[src/rtl/cam_pkg.sv]
// Shared camera/framebuffer constants and the fb_dma state encoding.
// Also consumed by the camera interface and the software header generator.
package cam_pkg;

  localparam int unsigned CAM_FB_W    = 64;
  localparam int unsigned CAM_FB_H    = 32;
  localparam logic [15:0] CAM_FB_BASE = 16'h8000;

  // Each pixel occupies one 32-bit bus word on the camera side; destination packs 4 per word.
  localparam int unsigned PIX_ADDR_SHIFT = 2;

  typedef enum logic [1:0] {
    ST_IDLE,
    ST_RD,
    ST_WR,
    ST_DONE
  } fb_dma_state_e;

endpackage

[src/rtl/fb_dma_if.sv]
// Camera read bus and destination write bus seen by fb_dma (picorv32-style valid/ready).
interface fb_dma_if;
   logic        cam_valid;
   logic [15:0] cam_addr;
   logic [31:0] cam_rdata;
   logic        cam_ready;

   logic        mem_valid;
   logic [31:0] mem_addr;
   logic [31:0] mem_wdata;
   logic [3:0]  mem_wstrb;
   logic        mem_ready;

   modport master (
      output cam_valid, cam_addr,
      input  cam_rdata, cam_ready,
      output mem_valid, mem_addr, mem_wdata, mem_wstrb,
      input  mem_ready
   );

   modport slave (
      input  cam_valid, cam_addr,
      output cam_rdata, cam_ready,
      input  mem_valid, mem_addr, mem_wdata, mem_wstrb,
      output mem_ready
   );
endinterface

[src/rtl/fb_pack4.sv]
// Four-lane byte packer: loads one byte lane at a time, cleared between words.
module fb_pack4 (
   input  logic        sys_clk,
   input  logic        reset,
   input  logic        clear,
   input  logic        load,
   input  logic [1:0]  lane,
   input  logic [7:0]  din,
   output logic [31:0] word
);
   always_ff @(posedge sys_clk) begin
      if (reset || clear) word <= '0;
      else if (load)      word[{lane, 3'b000} +: 8] <= din;
   end
endmodule

[src/rtl/fb_dma.sv]
// Framebuffer copy engine: reads camera pixels, packs 4 per word, writes them to a destination.
// Optional FB_DMA_CHECKSUM_EN adds a 24-bit per-frame pixel sum on the checksum port.
module fb_dma
   import cam_pkg::*;
#(
   parameter int unsigned FB_W    = CAM_FB_W,
   parameter int unsigned FB_H    = CAM_FB_H,
   parameter logic [15:0] FB_BASE = CAM_FB_BASE
) (
   input  logic        sys_clk,
   input  logic        reset,
   input  logic        start,
   input  logic [31:0] dst_base,
   output logic        busy,
   output logic        done,
`ifdef FB_DMA_CHECKSUM_EN
   output logic [23:0] checksum,
`endif
   fb_dma_if.master    bus
);
   localparam int unsigned X_W   = $clog2(FB_W);
   localparam int unsigned Y_W   = $clog2(FB_H);
   localparam int unsigned IDX_W = $clog2(FB_W * FB_H);

   fb_dma_state_e  state, state_n;
   logic [X_W-1:0] x, x_n;
   logic [Y_W-1:0] y, y_n;
   logic [IDX_W-1:0] idx;
   logic [31:0]    dst_q;
   logic           cam_valid, cam_valid_n, mem_valid, mem_valid_n;
   logic           cam_ack, mem_ack, accept, load, clear, last_pix;
   logic [31:0]    word;
   logic           unused_rdata;

   assign cam_ack  = cam_valid && bus.cam_ready;
   assign mem_ack  = mem_valid && bus.mem_ready;
   assign last_pix = (x == X_W'(FB_W - 1)) && (y == Y_W'(FB_H - 1));
   assign idx      = IDX_W'(y) * IDX_W'(FB_W) + IDX_W'(x);

   // NOTE: every variable gets a default first, so no branch can leave one unassigned and infer a latch.
   always_comb begin
      state_n = state;
      x_n     = x;
      y_n     = y;
      accept  = 1'b0;
      load    = 1'b0;
      clear   = 1'b0;
      unique case (state)
         ST_IDLE: if (start) begin
            state_n = ST_RD;
            accept  = 1'b1;
            clear   = 1'b1;
            x_n     = '0;
            y_n     = '0;
         end
         ST_RD: if (cam_ack) begin
            load = 1'b1;
            if (x[1:0] == 2'd3) state_n = ST_WR;
            else                x_n     = x + 1'b1;
         end
         ST_WR: if (mem_ack) begin
            clear   = 1'b1;
            state_n = last_pix ? ST_DONE : ST_RD;
            if (x == X_W'(FB_W - 1)) begin
               x_n = '0;
               y_n = y + 1'b1;
            end else begin
               x_n = x + 1'b1;
            end
         end
         ST_DONE: state_n = ST_IDLE;
         default: state_n = ST_IDLE;
      endcase
      // Valids drop on the edge that sees ready, so a registered slave never double-acks.
      cam_valid_n = (state_n == ST_RD) && !cam_ack;
      mem_valid_n = (state_n == ST_WR) && !mem_ack;
   end

   // NOTE: non-blocking assignments so every register updates from the values before the edge.
   always_ff @(posedge sys_clk) begin
      if (reset) begin
         state     <= ST_IDLE;
         x         <= '0;
         y         <= '0;
         cam_valid <= 1'b0;
         mem_valid <= 1'b0;
         dst_q     <= '0;
      end else begin
         state     <= state_n;
         x         <= x_n;
         y         <= y_n;
         cam_valid <= cam_valid_n;
         mem_valid <= mem_valid_n;
         if (accept) dst_q <= dst_base;
      end
   end

   fb_pack4 u_pack (
      .sys_clk (sys_clk),
      .reset   (reset),
      .clear   (clear),
      .load    (load),
      .lane    (x[1:0]),
      .din     (bus.cam_rdata[7:0]),
      .word    (word)
   );

`ifdef FB_DMA_CHECKSUM_EN
   logic [23:0] acc;

   always_ff @(posedge sys_clk) begin
      if (reset) begin
         acc      <= '0;
         checksum <= '0;
      end else begin
         if (accept)    acc <= '0;
         else if (load) acc <= acc + 24'(bus.cam_rdata[7:0]);
         if (state == ST_DONE) checksum <= acc;
      end
   end
`endif

   assign unused_rdata  = ^bus.cam_rdata[31:8];
   assign busy          = (state != ST_IDLE);
   assign done          = (state == ST_DONE);
   assign bus.cam_valid = cam_valid;
   assign bus.cam_addr  = FB_BASE + (16'(idx) << PIX_ADDR_SHIFT);
   assign bus.mem_valid = mem_valid;
   assign bus.mem_addr  = dst_q + (32'(idx >> PIX_ADDR_SHIFT) << PIX_ADDR_SHIFT);
   assign bus.mem_wdata = word;
   assign bus.mem_wstrb = mem_valid ? 4'b1111 : 4'b0000;
endmodule

[src/flat_wrapper.sv]
// flat-port wrapper written by rule: the top's interface ports become plain ports
module fb_dma_flat import cam_pkg::*;
#(
   parameter int unsigned FB_W    = CAM_FB_W,
   parameter int unsigned FB_H    = CAM_FB_H,
   parameter logic [15:0] FB_BASE = CAM_FB_BASE
)
  (sys_clk, reset, start, dst_base, busy, done, bus_cam_valid, bus_cam_addr, bus_cam_rdata, bus_cam_ready, bus_mem_valid, bus_mem_addr, bus_mem_wdata, bus_mem_wstrb, bus_mem_ready);
  fb_dma_if bus_i ();
  input  logic sys_clk;
  input  logic reset;
  input  logic start;
  input  logic [31:0] dst_base;
  output logic busy;
  output logic done;
  output wire logic [$bits(bus_i.cam_valid)-1:0] bus_cam_valid;
  output wire logic [$bits(bus_i.cam_addr)-1:0] bus_cam_addr;
  input wire logic [$bits(bus_i.cam_rdata)-1:0] bus_cam_rdata;
  input wire logic [$bits(bus_i.cam_ready)-1:0] bus_cam_ready;
  output wire logic [$bits(bus_i.mem_valid)-1:0] bus_mem_valid;
  output wire logic [$bits(bus_i.mem_addr)-1:0] bus_mem_addr;
  output wire logic [$bits(bus_i.mem_wdata)-1:0] bus_mem_wdata;
  output wire logic [$bits(bus_i.mem_wstrb)-1:0] bus_mem_wstrb;
  input wire logic [$bits(bus_i.mem_ready)-1:0] bus_mem_ready;
  assign bus_cam_valid = bus_i.cam_valid;
  assign bus_cam_addr = bus_i.cam_addr;
  assign bus_i.cam_rdata = bus_cam_rdata;
  assign bus_i.cam_ready = bus_cam_ready;
  assign bus_mem_valid = bus_i.mem_valid;
  assign bus_mem_addr = bus_i.mem_addr;
  assign bus_mem_wdata = bus_i.mem_wdata;
  assign bus_mem_wstrb = bus_i.mem_wstrb;
  assign bus_i.mem_ready = bus_mem_ready;
  fb_dma #(.FB_W(FB_W), .FB_H(FB_H), .FB_BASE(FB_BASE)) u_core (.sys_clk(sys_clk), .reset(reset), .start(start), .dst_base(dst_base), .busy(busy), .done(done), .bus(bus_i));
endmodule
[config.mk]
export PLATFORM = sky130hd
export DESIGN_NAME = fb_dma_flat
export DESIGN_NICKNAME = d
export VERILOG_FILES = /design/src/rtl/cam_pkg.sv /design/src/rtl/fb_dma_if.sv /design/src/rtl/fb_pack4.sv /design/src/rtl/fb_dma.sv /design/src/flat_wrapper.sv
export SDC_FILE = /design/constraint.sdc
export NUM_CORES = 1
export LEC_CHECK = 0
export ABC_AREA = 1
export BUFFER_PORTS_ARGS = -buffer_cell sky130_fd_sc_hd__buf_4
export CAP_MARGIN = 20
export CORE_MARGIN = 10
export CORE_UTILIZATION = 47
export DETAILED_ROUTE_END_ITERATION = 12
export PLACE_DENSITY = 0.78
export SLEW_MARGIN = 20
export SYNTH_ARGS = -nofsm -noshare
export SYNTH_HDL_FRONTEND = slang
export SYNTH_SLANG_ARGS = --single-unit
[constraint.sdc]
create_clock -name sys_clk -period 1.8 [get_ports sys_clk]
set_input_delay 0.09 -clock sys_clk [delete_from_list [all_inputs] [get_ports sys_clk]]
set_output_delay 0.09 -clock sys_clk [all_outputs]
set_load 0.01 [all_outputs]
==> impl_metrics.csv <==
group,metric,value,unit
layout,final_cell_mix,"buf_4, nand2_1, nor2_1, inv_1, dfxtp_1",
status,violations,"setup timing",
route,routed_wirelength,18000,um
route,vias_per_cell,5.41,
critical_path,critPathMaxStageDelay,410,ps
critical_path,crit_chain,"ha_4, fa_2, nand3_2, nand3_4, nand2_1, nand2_2, xor2_1, buf_4",
global_route,grt_pass1_vias,5541,
logic_synthesis,yosysTopAreaCell,"dfxtp_1",
pwr,vdd.ir_drop.worst,0.425,mV
critical_path,cp.arrival,2100,ps
timing,drv_slew,0,
critical_path,critPathRequiredTime,1710,ps
pwr,pwr-share-seq,0.444,
cts,clockRootBuffer,"clkbuf_8",
critical_path,end_kind,"output port",
timing,setup_violations,28,
global_route,grt_overflow,0,
die,dieArea,14700,um^2
status,outcome,"finished, violations left",
timing,finClkSkew,16.3,ps
logic_synthesis,synth_cell_types,39,
place,placed_cells,989,
die,initial_core_util,0.488,
cts,cts_buffers,9,
route,drt_iter0_drc,394,
critical_path,slowest_stage,"fa_2",
pwr,internal-power,2.89,mW
die,rows,36,
cts,clock_latency,380,ps
place,gp_congestion,0.964,
layout,final_area,7200,um^2
logic_synthesis,synth_top_area_frac,0.328,
timing,fin_crit_sh,1.22,
layout,layout_commonest_cell,"buf_4",
pwr,powerDensity,615,nW/um^2
critical_path,worstPathBufferInverterCount,1,
critical_path,regToRegStartpoint,"u_core.state[1]",
layout,n_antenna_cell,0,
global_route,grt_max_degree,25,
layout,drive_above_1_share,0.367,
global_route,busiest_layer,"met2",
critical_path,cp_top_family,"adder cells",
logic_synthesis,synth-seq-cells,79,
cts,clock_path_buffers,2,
die,coreArea,9860,um^2
place,place_hpwl,12100,um
cts,htreeDepth,3,
place,port_buffers,127,
critical_path,cp_max_fo,3,
pwr,power_frac_comb,0.263,
place,place_ws,-103,ps
pwr,leakage,3.42,nW
global_route,grt_pass1_wl,26600,um
global_route,grt_use_total,0.222,
logic_synthesis,synth_area_leaders,"dfxtp_1, nand2_1, nor2_1",
global_route,met1_usage,0.252,
timing,final.setup.worst_slack,-394,ps
cts,tritoncts,"built",
global_route,grt_use_met2,0.389,
die,die_w,121,um
timing,fin_crit,2190,ps
die,die_h,121,um
logic_synthesis,yosysWarnings,0,
pwr,p_clk_frac,0.293,
logic_synthesis,syn_area,4820,um^2
critical_path,crit_start,"u_core.dst_q[2]",
route,dr.pass1.iters,5,
global_route,use_met3,0.0586,
pwr,total_power,4.42,mW
place,place_area,5990,um^2
logic_synthesis,syn_inst,727,
cts,clk_pin_slew,100,ps
run,drv_cap,0,
timing,hold_viol,0,
hold_path,hold_class,"input port to flip-flop",
route,antenna_left,0,
timing,fmax,0.456,GHz
layout,fin_cells,1045,
route,num_vias,5658,
layout,final_nets,999,
global_route,antenna_found_initial,0,
cts,cts.sinks,79,
critical_path,worst-setup-path-type,"flip-flop to output port",
critical_path,critPathLaunchType,"flip-flop",
layout,areaGrowthSynthToFinish,49.5,%
route,drc,0,
pwr,swShare,0.348,
logic_synthesis,ys_seq_area_frac,0.328,
pwr,switching_power,1.54,mW
die,ios,157,
hold_path,hold_path.startpoint,"dst_base[31]",
logic_synthesis,avgSynthCellArea,6.62,um^2
timing,grt_setup_unrepaired,"yes",
route,wl_per_cell,17.2,um
sequential cells by signal, indices dropped and copies added, names as in the netlist:
name and cells:
u_core.state 2, u_core.x 6, u_core.bus.mem_valid 1, u_core.y 5, u_core.bus.cam_valid 1, u_core.dst_q 32, u_core.u_pack.word 32
path summary, 6_finish.rpt:
kind	endpoint	slack, ps	depth (start not counted)
min reg2reg	u_core.u_pack.word[12]	470	2
max	bus_mem_addr[10]	-390	8
min	u_core.dst_q[31]	3	3
max reg2reg	u_core.u_pack.word[13]	140	8
power by group through the flow:
stage	Clock (mW)	Combinational [mW]	Sequential, mW
finish	1.30	1.16	1.96
detailed placement	0	0.917	1.99
CTS	1.30	1.06	1.95
floorplan	0	0.547	1.96
global route	1.38	1.26	1.98
global placement	0	0.900	1.98
metrics by stage:
stage / hold slack, ps / TNS (ps) / utilization
after floorplan: 159 / 0 / -
final: 3.39 / -7130 / 0.730
after detailed placement: 341 / -482 / 0.608
after CTS: 6.54 / -5560 / 0.698
after global placement: 332 / -32.4 / 0.608
after global routing: 23.2 / -9090 / 0.730
worst register-to-register path, delay by kind of cell, from the launching register on:
kind	cells	cell delay [ps]
DFF	1	350
and+or+nand+nor	3	460
AOI/OAI and AO/OA	1	160
buffers and inverters	3	400
adders and majority gates	1	240
cell type report:
class / count / area (um^2)
Multi-Input combinational cell: 545 / 3310
Fill cell: 752 / 2660
Timing Repair Buffer: 195 / 1620
Sequential cell: 79 / 1620
Inverter: 76 / 294
Tap cell: 133 / 166
Clock buffer: 10 / 128
Clock inverter: 6 / 52.6
Timing Repair inverter: 1 / 7.51
cell families (layout without fill, tap and decap cells):
family,count (synthesis),in the layout,synth area share
other cells,2,5,0.00156
fa+ha+maj,23,23,0.0613
flops,79,79,0.328
buf+inv,106,288,0.0966
compound gates,99,99,0.110
xor+xnor,11,11,0.0200
simple gates,407,407,0.382
synthesized netlist by cell type (all sizes together):
library cell  instances
a21boi                1
nand2               199
nor2                105
clkbuf                8
o21a                  1
nor3b                 2
and2                  1
fa                    1
nand4                24
inv                  74
nor3                 18
dfxtp                79
clkinv                2
o21bai                1
o21ai                44
ha                   22
nand3b                8
nand3                49
conb                  2
a21oi                39
a31oi                 7
a211oi                6
nor4                  1
buf                  22
xor2                 11
timing repair:
item | 4_1_cts | 5_1_grt
pin swaps | 30 | 40
gates cloned | 1 | 0
hold buffers | 25 | 0
setup endpoints to repair | 45 | 37
gates resized for setup | 94 | 80
setup buffers | 8 | 8
endpoints found under the hold margin | 30 | 0
layer usage:
| layer | share of wire | routed length (um) |
|---|---|---|
| met3 | 0.073 | 1320 |
| met4 | 0.031 | 560 |
| met2 | 0.50 | 9060 |
| met5 | 0 | 0 |
| met1 | 0.39 | 7050 |
Note: power is estimated with default switching activity, not from simulation.
